[config.mk]
export PLATFORM = sky130hd
export DESIGN_NAME = triangle_classifier
export DESIGN_NICKNAME = d
export VERILOG_FILES = /design/src/rtl/triangle_pkg.sv /design/src/rtl/triangle_classifier_sort3.sv /design/src/rtl/triangle_classifier.sv
export SDC_FILE = /design/constraint.sdc
export NUM_CORES = 1
export LEC_CHECK = 0
export ABC_AREA = 0
export CORE_MARGIN = 10
export CORE_UTILIZATION = 45
export CTS_CLUSTER_SIZE = 12
export DETAILED_ROUTE_END_ITERATION = 10
export DONT_BUFFER_PORTS = 1
export GPL_TIMING_DRIVEN = 0
export SYNTH_ARGS = -nofsm -noshare
export SYNTH_HDL_FRONTEND = slang
export SYNTH_SLANG_ARGS = --single-unit
[constraint.sdc]
create_clock -name clk -period 2.9 [get_ports clk]
set_input_delay 0.145 -clock clk [delete_from_list [all_inputs] [get_ports clk]]
set_output_delay 0.145 -clock clk [all_outputs]
set_load 0.02 [all_outputs]
[src/rtl/triangle_pkg.sv]
// Shared types and defaults for the triangle classifier.
//   TRI_WIDTH    default side width
//   TRI_CNT_W    default triangle counter width
//   tri_flags_t  classification flags of one result
//   tri_sorted_t sorted side triple at the default width
package triangle_pkg;

    localparam int unsigned TRI_WIDTH = 8;
    localparam int unsigned TRI_CNT_W = 16;

    // "tri" is a reserved word, so the strict-triangle flag is is_tri.
    typedef struct packed {
        logic is_tri;
        logic degen;
        logic equ;
        logic iso;
        logic right;
    } tri_flags_t;

    typedef struct packed {
        logic [TRI_WIDTH-1:0] max;
        logic [TRI_WIDTH-1:0] mid;
        logic [TRI_WIDTH-1:0] min;
    } tri_sorted_t;

endpackage

[src/rtl/triangle_classifier_sort3.sv]
// Combinational three-input sorter.
//   a, b, c        unsigned inputs
//   max, mid, min  the inputs in descending order (ties in any order)
module tri_sort3 #(
    parameter int unsigned WIDTH = 8
) (
    input  logic [WIDTH-1:0] a,
    input  logic [WIDTH-1:0] b,
    input  logic [WIDTH-1:0] c,
    output logic [WIDTH-1:0] max,
    output logic [WIDTH-1:0] mid,
    output logic [WIDTH-1:0] min
);

    logic [WIDTH-1:0] hi;
    logic [WIDTH-1:0] lo;

    always_comb begin
        hi  = (a >= b) ? a : b;
        lo  = (a >= b) ? b : a;
        max = hi;
        mid = lo;
        min = c;
        if (c >= hi) begin
            max = c;
            mid = hi;
            min = lo;
        end else if (c >= lo) begin
            mid = c;
            min = lo;
        end
    end

endmodule

[src/rtl/triangle_classifier.sv]
// Two-stage streaming triangle classifier with a saturating triangle counter.
//   clk, rst             clock, asynchronous active-high reset
//   in_valid, in_ready   input handshake; in_ready is combinational from out_ready
//   a, b, c              side lengths
//   out_valid, out_ready output handshake
//   is_tri .. is_right   registered classification flags
//   cnt_clr, tri_cnt     synchronous clear, count of delivered strict triangles
// Build option: define TRIANGLE_RIGHT_EN to compute is_right; otherwise it reads 0.
module triangle_classifier
    import triangle_pkg::*;
#(
    parameter int unsigned WIDTH = TRI_WIDTH,
    parameter int unsigned CNT_W = TRI_CNT_W
) (
    input  logic             clk,
    input  logic             rst,
    input  logic             in_valid,
    output logic             in_ready,
    input  logic [WIDTH-1:0] a,
    input  logic [WIDTH-1:0] b,
    input  logic [WIDTH-1:0] c,
    output logic             out_valid,
    input  logic             out_ready,
    output logic             is_tri,
    output logic             is_degen,
    output logic             is_equ,
    output logic             is_iso,
    output logic             is_right,
    input  logic             cnt_clr,
    output logic [CNT_W-1:0] tri_cnt
);

    logic             en;
    logic             accept;

    logic [WIDTH-1:0] srt_max, srt_mid, srt_min;

    // Stage 1
    logic [WIDTH-1:0] max_q, mid_q, min_q;
    logic             eq_ab_q, eq_bc_q, eq_ac_q, zero_q, v1_q;

    // Stage 2
    tri_flags_t       flags_d, flags_q;
    logic             out_valid_q;
    logic [CNT_W-1:0] tri_cnt_q;

    logic [WIDTH:0]   sum;
    logic [WIDTH:0]   max_ext;

    assign en       = !out_valid_q || out_ready;
    assign in_ready = en;
    assign accept   = in_valid && en;

    tri_sort3 #(
        .WIDTH (WIDTH)
    ) u_sort (
        .a   (a),
        .b   (b),
        .c   (c),
        .max (srt_max),
        .mid (srt_mid),
        .min (srt_min)
    );

    assign sum     = {1'b0, mid_q} + {1'b0, min_q};
    assign max_ext = {1'b0, max_q};

`ifdef TRIANGLE_RIGHT_EN
    logic [2*WIDTH-1:0] max_sq, mid_sq, min_sq;
    logic [2*WIDTH:0]   leg_sq_sum;

    assign max_sq     = {{WIDTH{1'b0}}, max_q} * {{WIDTH{1'b0}}, max_q};
    assign mid_sq     = {{WIDTH{1'b0}}, mid_q} * {{WIDTH{1'b0}}, mid_q};
    assign min_sq     = {{WIDTH{1'b0}}, min_q} * {{WIDTH{1'b0}}, min_q};
    assign leg_sq_sum = {1'b0, mid_sq} + {1'b0, min_sq};
`endif

    always_comb begin
        flags_d        = '0;
        flags_d.is_tri = !zero_q && (max_ext < sum);
        flags_d.degen  = !zero_q && (max_ext == sum);
        flags_d.equ    = flags_d.is_tri && eq_ab_q && eq_bc_q;
        flags_d.iso    = flags_d.is_tri && (eq_ab_q || eq_bc_q || eq_ac_q);
`ifdef TRIANGLE_RIGHT_EN
        flags_d.right  = flags_d.is_tri && ({1'b0, max_sq} == leg_sq_sum);
`else
        flags_d.right  = 1'b0;
`endif
    end

    always_ff @(posedge clk or posedge rst) begin
        if (rst) begin
            max_q       <= '0;
            mid_q       <= '0;
            min_q       <= '0;
            eq_ab_q     <= 1'b0;
            eq_bc_q     <= 1'b0;
            eq_ac_q     <= 1'b0;
            zero_q      <= 1'b0;
            v1_q        <= 1'b0;
            flags_q     <= '0;
            out_valid_q <= 1'b0;
        end else if (en) begin
            max_q       <= srt_max;
            mid_q       <= srt_mid;
            min_q       <= srt_min;
            eq_ab_q     <= (a == b);
            eq_bc_q     <= (b == c);
            eq_ac_q     <= (a == c);
            zero_q      <= (srt_min == '0);
            v1_q        <= accept;
            flags_q     <= flags_d;
            out_valid_q <= v1_q;
        end
    end

    // Clear wins over a same-cycle increment; the count sticks at all-ones.
    always_ff @(posedge clk or posedge rst) begin
        if (rst) begin
            tri_cnt_q <= '0;
        end else if (cnt_clr) begin
            tri_cnt_q <= '0;
        end else if (out_valid_q && out_ready && flags_q.is_tri && !(&tri_cnt_q)) begin
            tri_cnt_q <= tri_cnt_q + CNT_W'(1);
        end
    end

    assign out_valid = out_valid_q;
    assign is_tri    = flags_q.is_tri;
    assign is_degen  = flags_q.degen;
    assign is_equ    = flags_q.equ;
    assign is_iso    = flags_q.iso;
    assign is_right  = flags_q.right;
    assign tri_cnt   = tri_cnt_q;

endmodule

-- Word-level counts from Yosys, hierarchy flattened
Cells that the tools add are included.
- bits in registers: 50
- input port bits: 29
- output and inout bits: 23
- word-level logic and storage cells: 51
- $add $sub $neg: 2
- order comparisons: 4
- equality and inequality tests: 4
- multiplexer cells: 9
- reduce and logical (&&, ||, !) cells: 18
- operators with widths (operator ; count):
    8-bit 2-to-1 mux ; 7
    16-bit 2-to-1 mux ; 2
    8-bit == test ; 3
    8-bit >= comparator ; 3
    16-bit by 1-bit adder with 16-bit output (second input constant) ; 1
    16-bit AND reduction ; 1
    8-bit by 8-bit adder with 9-bit output ; 1
    8-bit by 9-bit == test with 1-bit output ; 1
    1-bit logical AND ; 9
    8-bit by 9-bit < comparator with 1-bit output ; 1
    8-bit logical NOT ; 1
    1-bit logical NOT ; 3
    1-bit logical OR ; 3
    2-bit nonzero test ; 1

-- Longest topological paths before layout
Gate-level depths: netlist of the first run.
- word-level depth: 6
- gate-level depth with buffers: 16
- mapped depth without buffers: 13

-- Hierarchy
Synthesis of the first run repeated with hierarchy kept, for this count alone.
- cells, all modules: 406
- area total of the unflattened synthesis: 4032.6 um2
- by module, submodules not included (module ; times used ; cells an instance ; area each (um2) ; seq. area each (um2)):
    triangle_classifier ; 1 ; 267 ; 2945.3 ; 1251.2
    tri_sort3 ; 1 ; 139 ; 1087.3 ; 0.0

-- Least setup slack after synthesis of the first run
No wires, ideal clock.
- path kind: input -> register
- start point: input a[0]
- end point: register min_q[0]
- library setup time: 0.125 ns
- data arrival time: 3.197 ns
- data required time: 2.775 ns
- path slack: -0.422 ns
- stages on the path: 14
- buffers on the path: 1
- cells stage by stage: inv_1 > ha_1 > nand2b_4 > a2111oi_4 > o31a_2 > buf_4 > mux2_2 > ha_1 > nor2b_1 > o21ai_1 > a211oi_2 > nand2_1 > mux2_4 > mux2_4
- longest elaborated chain between the ends: 5
- elaborated cells between the ends (all ways): 7
- those cells by class: order compare (3); mux (4)
- ends and longest elaborated chain (element ; RTL line ; RTL):
    from (decl) ; triangle_classifier.sv:19 ; input logic [WIDTH-1:0] a,
    8-bit >= comparator ; triangle_classifier_sort3.sv:19, triangle_classifier_sort3.sv:20 ;
    8-bit 2-to-1 mux ; triangle_classifier_sort3.sv:20 ; lo = (a >= b) ? b : a;
    8-bit >= comparator ; triangle_classifier_sort3.sv:28 ; end else if (c >= lo) begin
    8-bit 2-to-1 mux ; triangle_classifier_sort3.sv:28 ;
    8-bit 2-to-1 mux * ; triangle_classifier_sort3.sv:24 ; if (c >= hi) begin
    to (signal assigned) ; triangle_classifier.sv:106 ; min_q <= srt_min;
    to (decl) ; triangle_classifier.sv:39 ; logic [WIDTH-1:0] max_q, mid_q, min_q;
Mark *: on every way between the ends. The rest lies on a longest branch, timed or not.
A chain may end at the register's enable or synchronous reset.

-- Final worst setup path of the first run
- start point: input b[5]
- end point: register min_q[0]
- longest elaborated chain between the ends: 5
- elaborated cells between the ends (all ways): 7
- those cells by class: order compare (3); mux (4)
- ends and longest elaborated chain (element ; RTL line ; RTL):
    from (decl) ; triangle_classifier.sv:20 ; input logic [WIDTH-1:0] b,
    8-bit >= comparator ; triangle_classifier_sort3.sv:19, triangle_classifier_sort3.sv:20 ;
    8-bit 2-to-1 mux ; triangle_classifier_sort3.sv:20 ;
    8-bit >= comparator ; triangle_classifier_sort3.sv:28 ;
    8-bit 2-to-1 mux ; triangle_classifier_sort3.sv:28 ;
    8-bit 2-to-1 mux * ; triangle_classifier_sort3.sv:24 ;
Marks and branches as above.

==> metrics.cfg, run 1 <==
[status]
status = finished, violations left
violations = setup timing

[timing]
min_period_over_period_pct = 108
hold_viol = 0
worst_hold_slack_ns = 0.0159
rsz0062_at_grt = true
slew_headroom_pct = 48.0
tightest_slew_ns = 0.780
setup_viol = 24
fin_ws_ns = -0.232
finalClockSkew_ns = 0.00785
fin_crit_ns = 3.13
drv_slew = 0
max_freq_ghz = 0.319

[grt]
grt_usage_pct = 16.9
busiest_layer = met2
met1_usage_pct = 20.0
grt_pass1_wl_um = 17800
antenna_found_initial = 0
grt_max_degree = 43
grtUsageMet3_pct = 4.23
met2_usage_pct = 28.0
overflow = 0
grt_pass1_vias = 3475

[place]
dpl_cell_area_um2 = 4080
hpwlAfterDp_um = 8320
place.gp.congestion = 0.857
io_buffers = 0

[floorplan]
core_um2 = 8300
dieArea_um2 = 12700
chipWidth_um = 113
die_y_um = 113
start_util_pct = 46.7
rows = 33
ios = 52

[cells_and_area]
multi_input_area_um2 = 2950
drive_gt1_share_pct = 28.1
diodes = 0
final_nets = 533
postLayoutCellArea_um2 = 4980
fillCellCount = 685
seq_area_um2 = 1250
area_growth_pct = 28.4

[setup_path]
cp_cell_sequence = inv_1 -> ha_4 -> nand4_1 -> buf_4 -> o31ai_4 -> buf_6 -> mux2i_2 -> ha_1 -> a211oi_1 -> nor2_1 -> a211oi_2 -> buf_4 -> nand2_8 -> mux2_4 -> mux2_4
crit_start = b[5]
critPathSlowestCell = mux2_4
start_kind = primary input
cp-end-kind = flip-flop
crit_buf_inv = 4
worst-path-max-fanout = 8
worst_path_largest_cell_delay_ns = 0.33
r2r-start = mid_q[1]
crit_arrival_ns = 3.34
cp_data_required_time_ns = 3.11
critPathKind = primary input to flip-flop
path_delay_family = multiplexers

[synthesis]
syn-cell-area_um2 = 3880
seq_area_frac_synth_pct = 32.3
synth_cell_type_count = 52
ys_seq_elements = 50
yosys_most_used_dff = dfrtp_1
ys.warnings.count = 0
syn_inst = 418
synth.avg_cell_area_um2 = 9.28
async_flop_share_pct = 100
synth-edff-count = 0
syn_nets = 489

[min_path]
hp-class = primary input to flip-flop
min_from = a[6]

[clocking]
htreeDepth = 2
clk_latency_ns = 0.31
cts_made_buffers = 5
cts_max_path_buffers = 2
clock-sinks = 50
tritoncts = built
path_clk_slew_ns = 0.10
cts-root-buf = clkbuf_8

[drt]
wire_per_inst_um = 20.6
drt_wl_total_um = 11700
drt_pass1_iterations = 4
drt_iter0_drc = 152
drc_errors = 0
ant_nets = 0
vias = 3451
via_per_inst = 6.08

[flow_run]
cap_violations = 0

[power_and_ir_drop]
vdd_drop_max_mv = 0.366
power.leakage_nw = 2.03
power_density_nw_per_um2 = 660

[synthesized netlist by cell type, types with 2 or more instances]
| cell | instances | share of area (%) |
|---|---|---|
| nor2b_1 | 5 | 0.81 |
| mux2_2 | 2 | 0.58 |
| inv_1 | 17 | 1.6 |
| o21a_1 | 11 | 2.1 |
| a211oi_1 | 6 | 1.2 |
| nor2_1 | 26 | 2.5 |
| o21ai_0 | 23 | 3.0 |
| or4_1 | 2 | 0.39 |
| a2111oi_4 | 2 | 1.4 |
| dfrtp_1 | 50 | 32 |
| buf_1 | 3 | 0.29 |
| or3_1 | 2 | 0.32 |
| clkbuf_1 | 9 | 0.87 |
| buf_2 | 2 | 0.26 |
| nand4_1 | 13 | 2.1 |
| a21oi_1 | 31 | 4.0 |
| nand2_1 | 39 | 3.8 |
| buf_4 | 2 | 0.39 |
| ha_1 | 41 | 13 |
| xor2_1 | 8 | 1.8 |
| nor3_1 | 4 | 0.52 |
| o21ai_1 | 2 | 0.26 |
| mux2i_1 | 15 | 3.9 |
| xnor2_1 | 28 | 6.3 |
| mux2_4 | 3 | 1.2 |
| nor4_1 | 7 | 1.1 |
| o31ai_1 | 13 | 2.5 |
| o31ai_2 | 2 | 0.65 |
| nand3_1 | 9 | 1.2 |
| nand2b_1 | 4 | 0.65 |
| a22o_1 | 6 | 1.4 |
| a21o_1 | 9 | 1.7 |
| a211oi_2 | 2 | 0.65 |
| and4_1 | 2 | 0.45 |
[metrics by stage]
| step | TNS (ns) | util, % | setup WS, ns | cells | power, mW |
|---|---|---|---|---|---|
| after global routing | -4.00 | 60.0 | -0.264 | 568 | 3.50 |
| after CTS | -0.425 | 54.4 | -0.0845 | 554 | 3.03 |
| after global placement | -14.95 | 48.9 | -0.735 | 523 | 2.20 |
| final | -2.44 | 60.0 | -0.232 | 568 | 3.29 |
| after floorplan | -1.77 | - | -0.184 | 418 | 1.92 |
| after detailed placement | -15.96 | 49.1 | -0.748 | 524 | 2.23 |
[final timing paths]
check | end | cells after the start | slack, ns
worst max-delay path | min_q[0] | 15 | -0.23
worst min-delay path | mid_q[6] | 2 | 0.02
worst max register to register | is_iso | 11 | -0.06
worst min register to register | out_valid | 1 | 0.47
max in group asynchronous | out_valid | 3 | 2.23
min in group asynchronous | max_q[0] | 2 | 0.19
[repair_timing]
action / CTS / global route
endpoints found under the hold margin: 51 / 0
setup endpoints to repair: 29 / 29
hold buffers: 2 / 0
pin swaps: 22 / 43
gates cloned: 0 / 1
buffers inserted: 23 / 14
resized for setup: 31 / 62
[cell type report]
type                            count  share of cell area [%]
Clock buffer                        5                    1.38
Multi-Input combinational cell    333                    59.3
Buffer                             14                    1.91
Timing Repair Buffer               40                    7.26
Inverter                           18                    1.46
Sequential cell                    50                    25.1
Clock inverter                      3                   0.880
Tap cell                          105                    2.64
[registers in the layout, summed over array words and instances, names as in the netlist]
name	count
zero_q	1
mid_q	8
eq_bc_q	1
tri_cnt	16
is_equ	1
is_degen	1
is_iso	1
v1_q	1
eq_ac_q	1
out_valid	1
eq_ab_q	1
is_tri	1
min_q	8
max_q	8
[cells in the final DEF, fill, tap and decap left out, types with 4 or more instances in the layout]
cell / n
a211oi_2: 5
a21o_1: 9
a21oi_1: 19
a21oi_2: 10
a22o_1: 6
buf_4: 30
buf_6: 9
clkbuf_1: 5
clkbuf_8: 5
dfrtp_1: 50
ha_1: 28
ha_4: 12
inv_1: 13
mux2_4: 4
mux2i_1: 4
mux2i_2: 4
mux2i_4: 7
nand2_1: 38
nand3_1: 7
nand4_1: 13
nor2_1: 23
nor2b_1: 4
nor3_1: 4
nor4_1: 7
o21a_1: 10
o21ai_0: 20
o31ai_1: 9
o31ai_2: 5
xnor2_1: 28
xor2_1: 8
[where the power goes]
part / leakage, nW / switching, mW / total [mW] / internal, mW
sequential: 0.636 / 0.101 / 0.911 / 0.809
clock: 0.0585 / 0.244 / 0.503 / 0.259
combinational: 1.33 / 0.932 / 1.87 / 0.940
[logic make-up (layout without fill, tap and decap cells)]
kind of cell	after synthesis	in the layout	share of synthesized area (%)
multiplexers	20	20	5.61
flip-flops	50	50	32.3
adder cells (fa/ha/maj)	42	42	13.7
buffers and inverters	35	80	3.84
AO/OA/AOI/OAI	117	117	21.6
XOR/XNOR	36	36	8.13
AND/OR/NAND/NOR	117	117	14.7
other	1	1	0.0967
[routing by layer]
layer	routed length, µm	vias up
met2	5580	131
met4	364	0
met1	4850	1671
met5	0	-
met3	925	27
li1	-	1622
Power figures use the tool's default switching activity.
==> inputs of run 2 (changes only) <==
REMOVE_ABC_BUFFERS = 1   (was default)
==> metrics.cfg, run 2 (synthesized netlist as in run 1, its figures left out) <==
[status]
status = finished, violations left
violations = setup timing

[min_path]
min_from = b[0]
hp-class = primary input to flip-flop
holdPathEnd = mid_q[0]
worst_hold_path.num_cells = 2  ; unchanged

[floorplan]
rows = 33  ; unchanged
start_util_pct = 46.7  ; unchanged
chipWidth_um = 113  ; unchanged
dieArea_um2 = 12700  ; unchanged
core_um2 = 8300  ; unchanged
ios = 52  ; unchanged
die_y_um = 113  ; unchanged

[grt]
grt_pass1_vias = 3249  ; -6.5%
grt_max_degree = 42  ; -2.3%
antenna_found_initial = 0  ; unchanged
grt_pass1_wl_um = 17400  ; -2.5%
overflow = 0  ; unchanged
grt_usage_pct = 16.5  ; -0.34 points

[clocking]
htreeDepth = 2  ; unchanged
path_clk_slew_ns = 0.11  ; about the same
clock-sinks = 50  ; unchanged
tritoncts = built
cts_max_path_buffers = 2  ; unchanged
clk_latency_ns = 0.32  ; about the same
cts_made_buffers = 5  ; unchanged
cts-root-buf = clkbuf_8

[timing]
rsz0062_at_grt = true
drv_slew = 0  ; unchanged
slew_headroom_pct = 29.1  ; -19 points
fin_crit_ns = 3.03  ; -0.100 ns
finalClockSkew_ns = 0.00984  ; +0.00199 ns
tightest_slew_ns = 1.06  ; +0.282 ns
min_period_over_period_pct = 105  ; -3.5 points
setup_viol = 13  ; -46%
fin_ws_ns = -0.132  ; +0.100 ns
max_freq_ghz = 0.330  ; +3.3%
hold_viol = 0  ; unchanged

[drt]
wire_per_inst_um = 20.0  ; -2.9%
drc_errors = 0  ; unchanged
drt_iter0_drc = 171  ; +13%
via_per_inst = 5.95  ; -2.0%
drt_pass1_iterations = 4  ; unchanged
ant_nets = 0  ; unchanged
vias = 3263  ; -5.4%
drt_wl_total_um = 11000  ; -6.3%

[cells_and_area]
layout_common_cells = dfrtp_1 (50), nand2_1 (37), ha_1 (30), xnor2_1 (28), nor2_1 (22)
final_nets = 513  ; -3.8%
largest_register_ffs = 16  ; unchanged
diodes = 0  ; unchanged
mostFrequentLayoutCell = dfrtp_1
postLayoutCellArea_um2 = 4840  ; -2.7%
drive_gt1_share_pct = 26.4  ; -1.7 points
area_growth_pct = 24.8

[setup_path]
ff2ff_path_depth = 11  ; unchanged
cp_data_required_time_ns = 3.11  ; about the same
crit_arrival_ns = 3.25  ; -0.09 ns
r2r_setup_slack_ns = -0.13  ; -0.07 ns
critPathKind = flip-flop to flip-flop
cp-end-kind = flip-flop
start_kind = flip-flop
worst-path-max-fanout = 3  ; -5
r2r-start = mid_q[1]
reg2reg_to = is_iso

[place]
io_buffers = 0  ; unchanged
hpwlAfterDp_um = 7520  ; -9.5%
dpl_cell_area_um2 = 3960  ; -3.0%
place.gp.congestion = 0.869  ; +1.3%
place_ws_ns = -2.48  ; -1.74 ns

[power_and_ir_drop]
power_density_nw_per_um2 = 662  ; +0.36%
seqPwrFrac_pct = 28.8  ; +1.1 points
clkPwrFrac_pct = 14.3  ; -1.0 points
p_switching_mw = 1.34  ; +4.6%
power.leakage_nw = 1.96  ; -3.0%
p_comb_share_pct = 57.0  ; about the same
p_int_mw = 1.87  ; -6.9%
switching_share_pct = 41.7  ; +2.8 points
vdd_drop_max_mv = 0.331  ; -9.8%
power.total_mw = 3.21  ; -2.4%

[flow_run]
cap_violations = 0  ; unchanged

==> run 2: changes by cell type in the layout (fill, tap and decap cells not counted), sizes merged <==
cell / before / now
bufinv: 1 / 0
buf: 46 / 30
clkbuf: 11 / 5
clkinv: 2 / 3
a211oi: 8 / 9
dlygate4sd3: 2 / 3
==> run 2: per-layer routing <==
layer  vias up  wire length, µm  GRT usage (%)
met5         -                0              0
met1      1555             4690           20.4
li1       1580                -              -
met4         0              182           3.64
met2       108             5310           27.6
met3        20              795           5.07
==> run 2: stage by stage <==
step           setup TNS [ns]  cells  util, %  hold WS, ns
6_report               -0.638    548     58.3      0.00895
5_1_grt                 -3.93    548     58.3       0.0258
3_5_place_dp           -48.64    507     47.7      -0.0196
2_1_floorplan          -24.63    401        -        0.208
3_3_place_gp           -68.15    506     47.3        0.214
4_1_cts                -0.365    540     54.1       0.0250
==> run 2: power by group through the flow <==
| stage | clock network [mW] | registers [mW] | logic, mW |
|---|---|---|---|
| 3_3_place_gp | 0 | 0.933 | 1.22 |
| 4_1_cts | 0.465 | 0.920 | 1.63 |
| 2_1_floorplan | 0 | 0.900 | 0.982 |
| 6_report | 0.458 | 0.922 | 1.83 |
| 3_5_place_dp | 0 | 0.937 | 1.25 |
| 5_1_grt | 0.484 | 0.933 | 2.03 |
==> run 2: how the worst max path moves through the flow <==
stage	start	end	slack, ns	cells after the start
3_5_place_dp	b[7]	min_q[0]	-2.48	12
4_1_cts	mid_q[1]	is_degen	-0.11	11
6_report	mid_q[1]	is_iso	-0.13	11
5_1_grt	mid_q[1]	is_iso	-0.26	13
3_3_place_gp	out_valid	max_q[4]	-2.44	5
2_1_floorplan	b[7]	min_q[0]	-1.36	12
==> run 2: cell type report <==
| cell class | count | area, µm² |
|---|---|---|
| Inverter | 18 | 73.8 |
| Tap cell | 105 | 131 |
| Clock inverter | 3 | 28.8 |
| Multi-Input combinational cell | 334 | 2980 |
| Fill cell | 678 | 3460 |
| Timing Repair Buffer | 33 | 310 |
| Sequential cell | 50 | 1250 |
| Clock buffer | 5 | 68.8 |
==> run 2: timing repair <==
item / 4_1_cts / 5_1_grt
gates resized for setup: 42 / 55
hold endpoints to repair: 67 / 0
buffers inserted: 21 / 9
pin swaps: 20 / 33
setup endpoints to repair: 31 / 29
hold buffers: 3 / 0
cloned: 1 / 0
==> run 2: critical path: stages (launching register included) <==
cell and delay, ns:
dfrtp_1 0.41, ha_1 0.31, a21o_1 0.17, a21oi_2 0.16, nor2b_1 0.07, o21a_1 0.18
o41a_1 0.32, xnor2_1 0.14, ha_1 0.37, a2111oi_4 0.44, a211oi_4 0.15, o41ai_4 0.22
